$ cat src/rtl/mem_access_unit_if.sv
// Word-wide data-memory bus between the MEM-stage access unit (master) and memory (slave).
// Handshake: the master raises bus_req with bus_we/bus_addr/bus_be/bus_wdata stable and holds
// them until the slave pulses bus_ack for one cycle; bus_rdata is valid only in that ack cycle.
interface mem_access_unit_if;
  logic        bus_req;
  logic        bus_we;
  logic [31:0] bus_addr;
  logic [3:0]  bus_be;
  logic [31:0] bus_wdata;
  logic        bus_ack;
  logic [31:0] bus_rdata;

  modport master (
    output bus_req, bus_we, bus_addr, bus_be, bus_wdata,
    input  bus_ack, bus_rdata
  );

  modport slave (
    input  bus_req, bus_we, bus_addr, bus_be, bus_wdata,
    output bus_ack, bus_rdata
  );
endinterface

$ cat src/rtl/mem_access_unit.sv
// MEM-stage data-memory access controller: byte/half/word loads and stores over a req/ack bus,
// stalling the pipeline while a transfer is outstanding and aborting after TIMEOUT bus cycles.
module mem_access_unit #(
  parameter int TIMEOUT = 16
) (
  input  logic        clk,
  input  logic        reset,
  input  logic        mem_read,
  input  logic        mem_write,
  input  logic [1:0]  size,
  input  logic        load_signed,
  input  logic [31:0] addr,
  input  logic [31:0] wdata,
  input  logic        reg_write_in,
  input  logic        mem_to_reg_in,
  input  logic [4:0]  rd_in,
  mem_access_unit_if.master bus,
  output logic        stall_o,
  output logic        wb_reg_write,
  output logic        wb_mem_to_reg,
  output logic [31:0] wb_rdata,
  output logic [31:0] wb_alu,
  output logic [4:0]  wb_rd,
  output logic        misalign_o,
  output logic        bus_err_o,
  output logic [1:0]  state_dbg
);

  typedef enum logic [1:0] {
    IDLE = 2'd0,
    BUSY = 2'd1,
    DONE = 2'd2
  } state_t;

  localparam logic [7:0] LAST_CNT = 8'(TIMEOUT - 1);

  state_t      state;
  logic [7:0]  cnt;
  logic        op;
  logic        misaligned;
  logic        access_ok;
  logic [3:0]  be_next;
  logic [31:0] wdata_next;
  logic [7:0]  lane_b;
  logic [15:0] lane_h;
  logic [31:0] load_data;

  always_comb begin
    op         = mem_read | mem_write;
    misaligned = 1'b0;
    be_next    = 4'b1111;
    wdata_next = wdata;
    case (size)
      2'b00: begin
        be_next    = 4'b0001 << addr[1:0];
        wdata_next = {4{wdata[7:0]}};
      end
      2'b01: begin
        misaligned = addr[0];
        be_next    = addr[1] ? 4'b1100 : 4'b0011;
        wdata_next = {2{wdata[15:0]}};
      end
      default: misaligned = (addr[1:0] != 2'b00);
    endcase
    // A load (including the illegal read+write combination) always fetches the full word.
    if (mem_read) be_next = 4'b1111;
    access_ok = op & ~misaligned;

    lane_b = bus.bus_rdata[{addr[1:0], 3'b000} +: 8];
    lane_h = bus.bus_rdata[{addr[1], 4'b0000} +: 16];
    case (size)
      2'b00:   load_data = {{24{load_signed & lane_b[7]}}, lane_b};
      2'b01:   load_data = {{16{load_signed & lane_h[15]}}, lane_h};
      default: load_data = bus.bus_rdata;
    endcase
  end

  always_comb begin
    stall_o    = ~reset & (((state == IDLE) & access_ok) | (state == BUSY));
    misalign_o = ~reset & (state == IDLE) & op & misaligned;
    wb_reg_write = reg_write_in;
    if ((state == IDLE) && op && misaligned) wb_reg_write = 1'b0;
    // bus_err_o is high exactly in the DONE cycle of an aborted transfer.
    if ((state == DONE) && bus_err_o) wb_reg_write = 1'b0;
  end

  assign wb_mem_to_reg = mem_to_reg_in;
  assign wb_alu        = addr;
  assign wb_rd         = rd_in;
  assign state_dbg     = state;

  always_ff @(posedge clk) begin
    if (reset) begin
      state         <= IDLE;
      cnt           <= 8'd0;
      bus.bus_req   <= 1'b0;
      bus.bus_we    <= 1'b0;
      bus.bus_addr  <= 32'd0;
      bus.bus_be    <= 4'd0;
      bus.bus_wdata <= 32'd0;
      wb_rdata      <= 32'd0;
      bus_err_o     <= 1'b0;
    end else begin
      bus_err_o <= 1'b0;
      case (state)
        IDLE: begin
          if (access_ok) begin
            bus.bus_req   <= 1'b1;
            bus.bus_we    <= mem_write & ~mem_read;
            bus.bus_addr  <= {addr[31:2], 2'b00};
            bus.bus_be    <= be_next;
            bus.bus_wdata <= wdata_next;
            cnt           <= 8'd0;
            state         <= BUSY;
          end
        end
        BUSY: begin
          if (bus.bus_ack) begin
            bus.bus_req <= 1'b0;
            if (!bus.bus_we) wb_rdata <= load_data;
            state <= DONE;
          end else if (cnt == LAST_CNT) begin
            bus.bus_req <= 1'b0;
            bus_err_o   <= 1'b1;
            wb_rdata    <= 32'd0;
            state       <= DONE;
          end else begin
            cnt <= cnt + 8'd1;
          end
        end
        DONE:    state <= IDLE;
        default: state <= IDLE;
      endcase
    end
  end

endmodule

$ cat src/flat_wrapper.sv
// flat-port wrapper written by rule: the top's interface ports become plain ports
module mem_access_unit_flat 
#(
  parameter int TIMEOUT = 16
)
  (clk, reset, mem_read, mem_write, size, load_signed, addr, wdata, reg_write_in, mem_to_reg_in, rd_in, stall_o, wb_reg_write, wb_mem_to_reg, wb_rdata, wb_alu, wb_rd, misalign_o, bus_err_o, state_dbg, bus_bus_req, bus_bus_we, bus_bus_addr, bus_bus_be, bus_bus_wdata, bus_bus_ack, bus_bus_rdata);
  mem_access_unit_if bus_i ();
  input  logic clk;
  input  logic reset;
  input  logic mem_read;
  input  logic mem_write;
  input  logic [1:0] size;
  input  logic load_signed;
  input  logic [31:0] addr;
  input  logic [31:0] wdata;
  input  logic reg_write_in;
  input  logic mem_to_reg_in;
  input  logic [4:0] rd_in;
  output logic stall_o;
  output logic wb_reg_write;
  output logic wb_mem_to_reg;
  output logic [31:0] wb_rdata;
  output logic [31:0] wb_alu;
  output logic [4:0] wb_rd;
  output logic misalign_o;
  output logic bus_err_o;
  output logic [1:0] state_dbg;
  output wire logic [$bits(bus_i.bus_req)-1:0] bus_bus_req;
  output wire logic [$bits(bus_i.bus_we)-1:0] bus_bus_we;
  output wire logic [$bits(bus_i.bus_addr)-1:0] bus_bus_addr;
  output wire logic [$bits(bus_i.bus_be)-1:0] bus_bus_be;
  output wire logic [$bits(bus_i.bus_wdata)-1:0] bus_bus_wdata;
  input wire logic [$bits(bus_i.bus_ack)-1:0] bus_bus_ack;
  input wire logic [$bits(bus_i.bus_rdata)-1:0] bus_bus_rdata;
  assign bus_bus_req = bus_i.bus_req;
  assign bus_bus_we = bus_i.bus_we;
  assign bus_bus_addr = bus_i.bus_addr;
  assign bus_bus_be = bus_i.bus_be;
  assign bus_bus_wdata = bus_i.bus_wdata;
  assign bus_i.bus_ack = bus_bus_ack;
  assign bus_i.bus_rdata = bus_bus_rdata;
  mem_access_unit #(.TIMEOUT(TIMEOUT)) u_core (.clk(clk), .reset(reset), .mem_read(mem_read), .mem_write(mem_write), .size(size), .load_signed(load_signed), .addr(addr), .wdata(wdata), .reg_write_in(reg_write_in), .mem_to_reg_in(mem_to_reg_in), .rd_in(rd_in), .bus(bus_i), .stall_o(stall_o), .wb_reg_write(wb_reg_write), .wb_mem_to_reg(wb_mem_to_reg), .wb_rdata(wb_rdata), .wb_alu(wb_alu), .wb_rd(wb_rd), .misalign_o(misalign_o), .bus_err_o(bus_err_o), .state_dbg(state_dbg));
endmodule
$ cat config.mk
export PLATFORM = sky130hd
export DESIGN_NAME = mem_access_unit_flat
export DESIGN_NICKNAME = d
export VERILOG_FILES = /design/src/rtl/mem_access_unit_if.sv /design/src/rtl/mem_access_unit.sv /design/src/flat_wrapper.sv
export SDC_FILE = /design/constraint.sdc
export NUM_CORES = 1
export LEC_CHECK = 0
export BUFFER_PORTS_ARGS = -buffer_cell sky130_fd_sc_hd__buf_2
export CORE_ASPECT_RATIO = 0.8
export CORE_UTILIZATION = 49
export CTS_CLUSTER_DIAMETER = 200
export DETAILED_ROUTE_END_ITERATION = 7
export PLACE_DENSITY = 0.93
export SLEW_MARGIN = 20
export SYNTH_ARGS = -nofsm -noshare
export SYNTH_HDL_FRONTEND = slang
export SYNTH_SLANG_ARGS = --single-unit
$ cat constraint.sdc
create_clock -name clk -period 3.4 [get_ports clk]
set_clock_uncertainty 0.15 [all_clocks]
set_input_delay 1.02 -clock clk [delete_from_list [all_inputs] [get_ports clk]]
set_output_delay 1.02 -clock clk [all_outputs]
set_load 0.02 [all_outputs]
==> Word-level counts from Yosys, hierarchy flattened <==
Index checks and enable logic that the tools add are counted.
Widths: inputs -> output; s select.
{ "totals": {"ff_bits": 111, "in_bits": 111, "out_inout_bits": 146, "wordCells": 75} }
{ "op_classes": {"addsub": 1, "n_eq_ne": 9, "n_shift": 3, "n_mux": 24, "bitwise": 15, "reduce_logical": 14} }
{ "op_table": {"columns": ["op", "n"], "rows": [
  ["$pmux 32 s2", 2],
  ["$mux 32", 3],
  ["$shiftx 32x6->16", 1],
  ["$shiftx 32x6->8", 1],
  ["$mux 8", 3],
  ["$pmux 8 s2", 1],
  ["$and 1x1->1", 9],
  ["$add 8x1->8 const B", 1],
  ["$eq 8x4->1 const B", 1],
  ["$mux 4", 2],
  ["$pmux 4 s2", 1],
  ["$mux 1", 6],
  ["$mux 2", 3],
  ["$ne 2x2->1 const B", 3],
  ["$reduce_and 3->1", 2],
  ["$reduce_bool 2->1", 3],
  ["$eq 2x1->1 const B", 2],
  ["$logic_not 2->1", 2],
  ["$not 1->1", 4],
  ["$pmux 1 s2", 2],
  ["$pmux 2 s2", 1],
  ["$reduce_and 2->1", 2],
  ["$reduce_and 4->1", 1],
  ["$shl 1x2->4 const A", 1],
  ["other kinds (6)", 9]
]} }

==> Logic depth before layout (Yosys ltp) <==
Gate-level depths: netlist of the first run.
{ "depth": {"ltp_word": 7, "mapped_depth": 8, "mapped_depth_nobuf": 5} }

==> Worst setup path after synthesis of the first run <==
No wires, ideal clock.
{ "synth_path": {"kind": "in2out", "from": "input addr[0]", "to": "output stall_o", "arrival_time_ns": 2.086, "t_required_ns": 2.230, "path_slack_ns": 0.144, "stages": 5, "n_path_buf": 2, "path_cell_list": "buf_2 a21oi_1 o221ai_1 clkbuf_1 a21oi_1"} }
{ "synth_between": {"elab_chain_cells": 7} }
{ "synth_rtl": {"columns": ["element", "line_no", "text"], "rows": [
  ["start, declared", "flat_wrapper.sv:14", "input logic [31:0] addr;"],
  ["$reduce_bool 2->1", "mem_access_unit.sv:63", "default: misaligned = (addr[1:0] != 2'b00);"],
  ["$pmux 1 s2 (*)", "mem_access_unit.sv:53", "case (size)"],
  ["$not 1->1 (*)", "mem_access_unit.sv:67", "access_ok = op & ~misaligned;"],
  ["$and 1x1->1 (*)", "mem_access_unit.sv:67", null],
  ["$and 1x1->1 (*)", "mem_access_unit.sv:79", "stall_o = ~reset & (((state == IDLE) & access_ok) | (state == BUSY));"],
  ["$or 1x1->1 (*)", "mem_access_unit.sv:79", null],
  ["$and 1x1->1 (*)", "mem_access_unit.sv:79", null],
  ["end, declared", "flat_wrapper.sv:19", "output logic stall_o;"]
]} }
Mark *: on every way between the ends. The rest lies on a longest branch, timed or not.

==> Worst setup path in the final report of the first run <==
{ "layout_path": {"from": "input mem_read", "to": "output wb_reg_write"} }
{ "layout_between": {"elab_chain_cells": 5} }
{ "layout_rtl": {"columns": ["element", "line_no", "text"], "rows": [
  ["start, declared", "flat_wrapper.sv:10", "input logic mem_read;"],
  ["$or 1x1->1", "mem_access_unit.sv:49", "op = mem_read | mem_write;"],
  ["$logic_and 1x1->1 (2 in series)", "mem_access_unit.sv:82", "if ((state == IDLE) && op && misaligned) wb_reg_write = 1'b0;"],
  ["$mux 1", "mem_access_unit.sv:82", null],
  ["$mux 1", "mem_access_unit.sv:84", "if ((state == DONE) && bus_err_o) wb_reg_write = 1'b0;"],
  ["end, declared", "flat_wrapper.sv:20", "output logic wb_reg_write;"]
]} }
Every way passes these cells.

==> flow_results.xml, run 1 <==
<?xml version="1.0" encoding="UTF-8"?>
<metrics>
  <group name="yosys">
    <metric name="ys_ff_latch" unit="">111</metric>
    <metric name="number_of_enable_type_register_cells_in_the_synthesized_netlist" unit="">0</metric>
    <metric name="postSynthCellCount" unit="">582</metric>
    <metric name="synthesized_area" unit="um^2">5070</metric>
    <metric name="synth_top_flop_cell" unit="">dfxtp_1</metric>
    <metric name="average_size_of_a_mapped_cell" unit="um^2">8.71</metric>
    <metric name="ys.warnings.count" unit="">0</metric>
    <metric name="post_synth_num_cell_types" unit="">55</metric>
    <metric name="async_flop_share" unit="">0</metric>
    <metric name="seq_area_frac_synth" unit="">0.438</metric>
  </group>
  <group name="critical_path">
    <metric name="cp_data_arrival_time" unit="ns">2.05</metric>
    <metric name="startpoint_type" unit="">primary input</metric>
    <metric name="category_of_the_worst_setup_path_capture_point" unit="">primary output</metric>
    <metric name="critPathMaxFanout" unit="">5</metric>
    <metric name="worstSetupPathType" unit="">in -&gt; out</metric>
    <metric name="cp.required" unit="ns">2.23</metric>
  </group>
  <group name="pwr">
    <metric name="p_per_area" unit="nW/um^2">485</metric>
    <metric name="vdd_ir_drop_max" unit="mV">0.309</metric>
    <metric name="power.static_leakage" unit="nW">2.93</metric>
  </group>
  <group name="floorplan">
    <metric name="placement_rows" unit="">32</metric>
    <metric name="die-width" unit="um">116</metric>
    <metric name="design.die.area" unit="um^2">10800</metric>
    <metric name="placeableCoreArea" unit="um^2">9850</metric>
    <metric name="dieHeight" unit="um">93.0</metric>
    <metric name="start_util" unit="">0.515</metric>
    <metric name="boundaryPins" unit="">257</metric>
  </group>
  <group name="grt">
    <metric name="grt_antenna_before_repair" unit="">0</metric>
    <metric name="largest_net_degree_at_the_start_of_global_routing" unit="">89</metric>
    <metric name="gr-usage-all-layers" unit="">0.269</metric>
    <metric name="wire_length_of_the_first_global_routing_pass" unit="mm">22.6</metric>
    <metric name="global_route.overflow_total" unit="">0</metric>
    <metric name="grt_pass1_vias" unit="">4429</metric>
  </group>
  <group name="finish">
    <metric name="layout_commonest_cell" unit="">buf_2</metric>
    <metric name="nets" unit="">875</metric>
    <metric name="synthToLayoutAreaGrowth" unit="%">25.2</metric>
    <metric name="mostFrequentLayoutCells" unit="">242 x buf_2, 111 x dfxtp_1, 107 x nand2_1, 64 x a21oi_1, 28 x nor2_1</metric>
    <metric name="insertedDiodeCount" unit="">0</metric>
    <metric name="post_route_cells_drive_above_1_share" unit="">0.375</metric>
  </group>
  <group name="clock_tree">
    <metric name="number_of_sinks_driven_by_the_clock_tree" unit="">111</metric>
    <metric name="cts_max_path_buffers" unit="">2</metric>
    <metric name="path_clk_slew" unit="ns">0.08</metric>
    <metric name="clock-root-buffer" unit="">clkbuf_16</metric>
    <metric name="clock_tree_from_tritoncts" unit="">built</metric>
    <metric name="numCtsBuffers" unit="">9</metric>
    <metric name="ctsResizeCount" unit="">0</metric>
    <metric name="cts_post_setup_buffers_inserted" unit="">0</metric>
    <metric name="clock_latency_at_the_later_pin_of_the_worst_skew_pair" unit="ns">0.34</metric>
    <metric name="postCtsHoldBufs" unit="">0</metric>
    <metric name="cts_max_level" unit="">3</metric>
  </group>
  <group name="sta">
    <metric name="timing.final.crit_share" unit="">0.947</metric>
    <metric name="finalCriticalPeriod" unit="ns">3.22</metric>
    <metric name="hold_ws" unit="ns">0.302</metric>
    <metric name="grt_setup_unrepaired" unit="">false</metric>
    <metric name="total_negative_setup_slacks" unit="ns">0</metric>
    <metric name="timing.final.max_slew_violations" unit="">0</metric>
    <metric name="finalSetupViolCount" unit="">0</metric>
    <metric name="final_hold_viol_count" unit="">0</metric>
    <metric name="timing.slew.headroom" unit="">0.277</metric>
    <metric name="timing.fmax" unit="MHz">311</metric>
    <metric name="tightestPinTransition" unit="ns">1.08</metric>
  </group>
  <group name="place">
    <metric name="io_buffer_count" unit="">242</metric>
    <metric name="detailed_place_hpwl" unit="mm">10.7</metric>
    <metric name="routabilityCongestion" unit="">0.956</metric>
  </group>
  <group name="status">
    <metric name="run_status" unit="">complete, no violations</metric>
  </group>
  <group name="hold_path">
    <metric name="hp-class" unit="">reg -&gt; reg</metric>
  </group>
  <group name="job">
    <metric name="maxCapViolations" unit="">0</metric>
  </group>
  <group name="drt">
    <metric name="route.detailed.drc" unit="">0</metric>
    <metric name="dr_total_vias" unit="">4986</metric>
    <metric name="routed_wl" unit="mm">14.6</metric>
    <metric name="detail_route.first_pass.iterations" unit="">5</metric>
    <metric name="detail-route-antenna-nets" unit="">0</metric>
    <metric name="vias_per_cell" unit="">5.52</metric>
    <metric name="drt_first_iter_violations" unit="">470</metric>
    <metric name="drt_wl_cell" unit="um">16.2</metric>
  </group>
</metrics>
-- kinds of logic (layout without fill, tap and decap cells) --
kind of cell	Yosys count	count (layout)	synth area share
flops	111	111	0.438
other cells	1	2	0.000740
xor+xnor	3	3	0.00518
fa+ha+maj	1	1	0.00247
simple gates	186	186	0.171
compound gates	165	165	0.230
mux	19	19	0.0402
buf+inv	96	281	0.112
-- synth_stat cells (7+ instances only) --
cell       instances  area (um^2)
a31oi_1            9         56.3
nor2_1            28          105
a221o_1           24          240
nand2_1          107          402
a311oi_1          10         87.6
o2bb2ai_1          8         70.1
a221oi_1           7         61.3
a21oi_1           64          320
buf_2             15         75.1
mux2i_1           17          170
nor4bb_1           7         70.1
o211ai_1           8         60.1
nor3_1            10         50.1
buf_4             40          300
dfxtp_1          111         2220
inv_1              7         26.3
a211oi_1          10         75.1
nand3_1           12         60.1
o21ai_0           14         70.1
clkbuf_1          25         93.8
-- registers in the layout, indices dropped and copies added, names as in the netlist --
| name | flops |
|---|---|
| u_core.bus.bus_we | 1 |
| u_core.bus.bus_req | 1 |
| u_core.bus.bus_wdata | 32 |
| u_core.cnt | 8 |
| u_core.bus.bus_be | 4 |
| u_core.bus.bus_addr | 30 |
| u_core.bus_err_o | 1 |
| u_core.state_dbg | 2 |
| u_core.wb_rdata | 32 |
-- final timing paths --
kind | from | to | slack (ns) | depth (start not counted)
hold / removal | u_core.bus.bus_addr[31] | u_core.bus.bus_addr[31] | 0.30 | 2
setup / recovery | mem_read | wb_reg_write | 0.18 | 5
hold reg to reg | u_core.bus.bus_addr[31] | u_core.bus.bus_addr[31] | 0.30 | 2
setup reg to reg | u_core.cnt[0] | u_core.wb_rdata[3] | 1.23 | 5
-- final cells by class --
| class | count | area (um^2) |
|---|---|---|
| clock buffers | 9 | 225 |
| clock inverters | 7 | 58.8 |
| fillers | 870 | 3500 |
| inverters | 7 | 26.3 |
| flip-flops and latches | 111 | 2220 |
| well taps | 136 | 170 |
| multi-input cells | 376 | 2300 |
| repair buffers | 258 | 1340 |
-- layer usage --
metal / vias to the layer above / share of wire / global-route usage
li1: 2410 / - / -
met1: 2317 / 0.43 / 0.371
met2: 239 / 0.47 / 0.421
met3: 20 / 0.081 / 0.0583
met4: 0 / 0.016 / 0.0791
met5: - / 0 / 0
-- stage by stage --
step	cells	util	worst slack (ns)	power, mW	instance area (um^2)
after detailed placement	888	0.616	0.189	2.10	6060
after global placement	888	0.616	0.201	2.09	6060
after floorplan	583	-	0.144	1.89	5070
final	904	0.644	0.181	3.08	6350
after global routing	904	0.644	0.119	3.22	6350
after CTS	904	0.644	0.189	3.09	6350
-- worst max-delay path, cell delays in order --
cell     delay [ns]
buf_2          0.14
o21ai_0        0.09
or3_1          0.45
and3_1         0.19
buf_2          0.15
-- power breakdown --
part	total, mW	switching [mW]	internal (mW)
registers	1.43	0.0427	1.38
logic	0.652	0.421	0.230
clock network	0.998	0.491	0.507
No activity file was read; power rests on OpenSTA's default activity.
==> inputs of run 2 (changes only) <==
--- a/config.mk
+++ b/config.mk
@@ -10,7 +10,7 @@
 export CORE_UTILIZATION = 49
 export CTS_CLUSTER_DIAMETER = 200
 export DETAILED_ROUTE_END_ITERATION = 7
-export PLACE_DENSITY = 0.93
+export PLACE_DENSITY = 0.85
 export SLEW_MARGIN = 20
 export SYNTH_ARGS = -nofsm -noshare
 export SYNTH_HDL_FRONTEND = slang
==> flow_results.xml, run 2 (synthesis gave the netlist of run 1 again) <==
<?xml version="1.0" encoding="UTF-8"?>
<metrics>
  <group name="sta">
    <metric name="finalCriticalPeriod" unit="ns">3.25</metric>
    <metric name="hold_ws" unit="ns">0.302</metric>
    <metric name="final_hold_viol_count" unit="">0</metric>
    <metric name="timing.final.crit_share" unit="">0.955</metric>
    <metric name="tightestPinTransition" unit="ns">1.11</metric>
    <metric name="grt_setup_unrepaired" unit="">false</metric>
    <metric name="timing.fmax" unit="MHz">308</metric>
    <metric name="finalSetupViolCount" unit="">0</metric>
    <metric name="timing.final.max_slew_violations" unit="">0</metric>
    <metric name="total_negative_setup_slacks" unit="ns">0</metric>
    <metric name="timing.slew.headroom" unit="">0.255</metric>
  </group>
  <group name="finish">
    <metric name="post_route_cells_drive_above_1_share" unit="">0.372</metric>
    <metric name="synthToLayoutAreaGrowth" unit="%">25.6</metric>
    <metric name="layout_commonest_cell" unit="">buf_2</metric>
    <metric name="nFillCells" unit="">845</metric>
    <metric name="finish.utilization" unit="">0.646</metric>
    <metric name="insertedDiodeCount" unit="">0</metric>
    <metric name="biggestRegsByFlops" unit="">u_core.bus.bus_wdata x32, u_core.wb_rdata x32, u_core.bus.bus_addr x30</metric>
    <metric name="fin_cells" unit="">900</metric>
    <metric name="nets" unit="">871</metric>
    <metric name="mostFrequentLayoutCells" unit="">242 x buf_2, 111 x dfxtp_1, 107 x nand2_1, 64 x a21oi_1, 28 x nor2_1</metric>
    <metric name="multi_input_comb_area" unit="um^2">2300</metric>
    <metric name="register_area" unit="um^2">2220</metric>
  </group>
  <group name="clock_tree">
    <metric name="cts_max_path_buffers" unit="">2</metric>
    <metric name="clock_tree_from_tritoncts" unit="">built</metric>
    <metric name="numCtsBuffers" unit="">9</metric>
    <metric name="postCtsHoldBufs" unit="">0</metric>
    <metric name="number_of_sinks_driven_by_the_clock_tree" unit="">111</metric>
    <metric name="clock-root-buffer" unit="">clkbuf_16</metric>
    <metric name="path_clk_slew" unit="ns">0.07</metric>
    <metric name="cts_max_level" unit="">3</metric>
    <metric name="clock_latency_at_the_later_pin_of_the_worst_skew_pair" unit="ns">0.33</metric>
    <metric name="cts_post_setup_buffers_inserted" unit="">0</metric>
    <metric name="ctsResizeCount" unit="">0</metric>
  </group>
  <group name="place">
    <metric name="routabilityCongestion" unit="">0.926</metric>
    <metric name="detailed_place_hpwl" unit="mm">11.1</metric>
    <metric name="io_buffer_count" unit="">242</metric>
    <metric name="place.detailed.instances" unit="">884</metric>
  </group>
  <group name="critical_path">
    <metric name="timing.critical_path.slowest_stage_cell" unit="">or3_1</metric>
    <metric name="cp_common_cell" unit="">buf_2</metric>
    <metric name="cp.required" unit="ns">2.23</metric>
    <metric name="cp_data_arrival_time" unit="ns">2.08</metric>
    <metric name="worst-path-buf-inv" unit="">2</metric>
    <metric name="category_of_the_worst_setup_path_capture_point" unit="">primary output</metric>
    <metric name="critical_path.cell_chain" unit="">buf_2 &gt; o21ai_0 &gt; or3_1 &gt; and3_1 &gt; buf_2</metric>
    <metric name="worstSetupPathType" unit="">in -&gt; out</metric>
    <metric name="critical-path-max-stage-delay" unit="ns">0.47</metric>
    <metric name="startpoint_type" unit="">primary input</metric>
    <metric name="critPathMaxFanout" unit="">5</metric>
    <metric name="worst_path_dominant_cell_family" unit="">simple AND/OR/NAND/NOR gates</metric>
    <metric name="critPathLaunch" unit="">mem_read</metric>
    <metric name="rr_startpoint" unit="">u_core.state_dbg[1]</metric>
  </group>
  <group name="hold_path">
    <metric name="hp-start" unit="">u_core.bus.bus_addr[18]</metric>
    <metric name="hp-class" unit="">reg -&gt; reg</metric>
  </group>
  <group name="drt">
    <metric name="drt_first_iter_violations" unit="">465</metric>
    <metric name="route.detailed.drc" unit="">0</metric>
    <metric name="drt_wl_cell" unit="um">16.9</metric>
    <metric name="vias_per_cell" unit="">5.62</metric>
    <metric name="detail-route-antenna-nets" unit="">0</metric>
    <metric name="detail_route.first_pass.iterations" unit="">5</metric>
    <metric name="dr_total_vias" unit="">5059</metric>
    <metric name="routed_wl" unit="mm">15.2</metric>
  </group>
  <group name="pwr">
    <metric name="p_per_area" unit="nW/um^2">508</metric>
    <metric name="power.static_leakage" unit="nW">2.93</metric>
    <metric name="finalPower" unit="mW">3.24</metric>
    <metric name="vdd_ir_drop_max" unit="mV">0.343</metric>
  </group>
  <group name="grt">
    <metric name="gr-usage-all-layers" unit="">0.277</metric>
    <metric name="grt_antenna_before_repair" unit="">0</metric>
    <metric name="wire_length_of_the_first_global_routing_pass" unit="mm">23.3</metric>
    <metric name="largest_net_degree_at_the_start_of_global_routing" unit="">89</metric>
    <metric name="grt_pass1_vias" unit="">4687</metric>
    <metric name="global_route.overflow_total" unit="">0</metric>
  </group>
  <group name="floorplan">
    <metric name="boundaryPins" unit="">257</metric>
    <metric name="start_util" unit="">0.515</metric>
    <metric name="placement_rows" unit="">32</metric>
    <metric name="die-width" unit="um">116</metric>
    <metric name="design.die.area" unit="um^2">10800</metric>
    <metric name="placeableCoreArea" unit="um^2">9850</metric>
    <metric name="dieHeight" unit="um">93.0</metric>
  </group>
  <group name="status">
    <metric name="run_status" unit="">complete, no violations</metric>
  </group>
  <group name="job">
    <metric name="maxCapViolations" unit="">0</metric>
  </group>
</metrics>
==> run 2: cell types whose count changed in the layout (fill, tap and decap cells not counted), sizes merged <==
cell | before | now
buf | 258 | 254
clkbuf | 9 | 10
clkinv | 5 | 2
bufinv | 0 | 2
==> run 2: layer usage <==
| metal | wire, um | up-vias | share of wire | GRT usage |
|---|---|---|---|---|
| li1 | - | 2397 | - | - |
| met5 | 0 | - | 0 | 0 |
| met1 | 6300 | 2403 | 0.41 | 0.358 |
| met3 | 1250 | 18 | 0.082 | 0.0616 |
| met4 | 184 | 0 | 0.012 | 0.0855 |
| met2 | 7450 | 241 | 0.49 | 0.462 |
==> run 2: power by group <==
| part | internal, mW | switching [mW] |
|---|---|---|
| clock network | 0.672 | 0.480 |
| registers | 1.38 | 0.0447 |
| logic | 0.229 | 0.426 |
| total | 2.28 | 0.951 |
==> run 2: final timing paths <==
check                                  to  slack (ns)  cells after the start
setup / recovery             wb_reg_write        0.15                      5
hold / removal    u_core.bus.bus_addr[18]        0.30                      2
setup reg to reg      u_core.wb_rdata[16]        1.17                      4
hold reg to reg   u_core.bus.bus_addr[18]        0.30                      2
==> run 2: final cells by class <==
class                           instances  share of cell area
Multi-Input combinational cell        376               0.362
Clock buffer                           10              0.0375
Tap cell                              136              0.0267
Clock inverter                          6              0.0145
Timing Repair Buffer                  254               0.206
Inverter                                7             0.00413
Sequential cell                       111               0.349
==> run 2: stage by stage <==
step                worst slack [ns]  instance area, um^2
floorplan                      0.144                 5070
global placement               0.204                 6030
detailed placement             0.180                 6030
CTS                            0.177                 6360
global route                   0.105                 6360
finish                         0.154                 6360
==> run 2: worst reg2reg max path, cell delays in order (launching register included) <==
cell and delay, ns:
dfxtp_1 0.36, and4bb_2 0.41, nand3_4 0.16, a2111oi_4 0.86
a221o_1 0.23
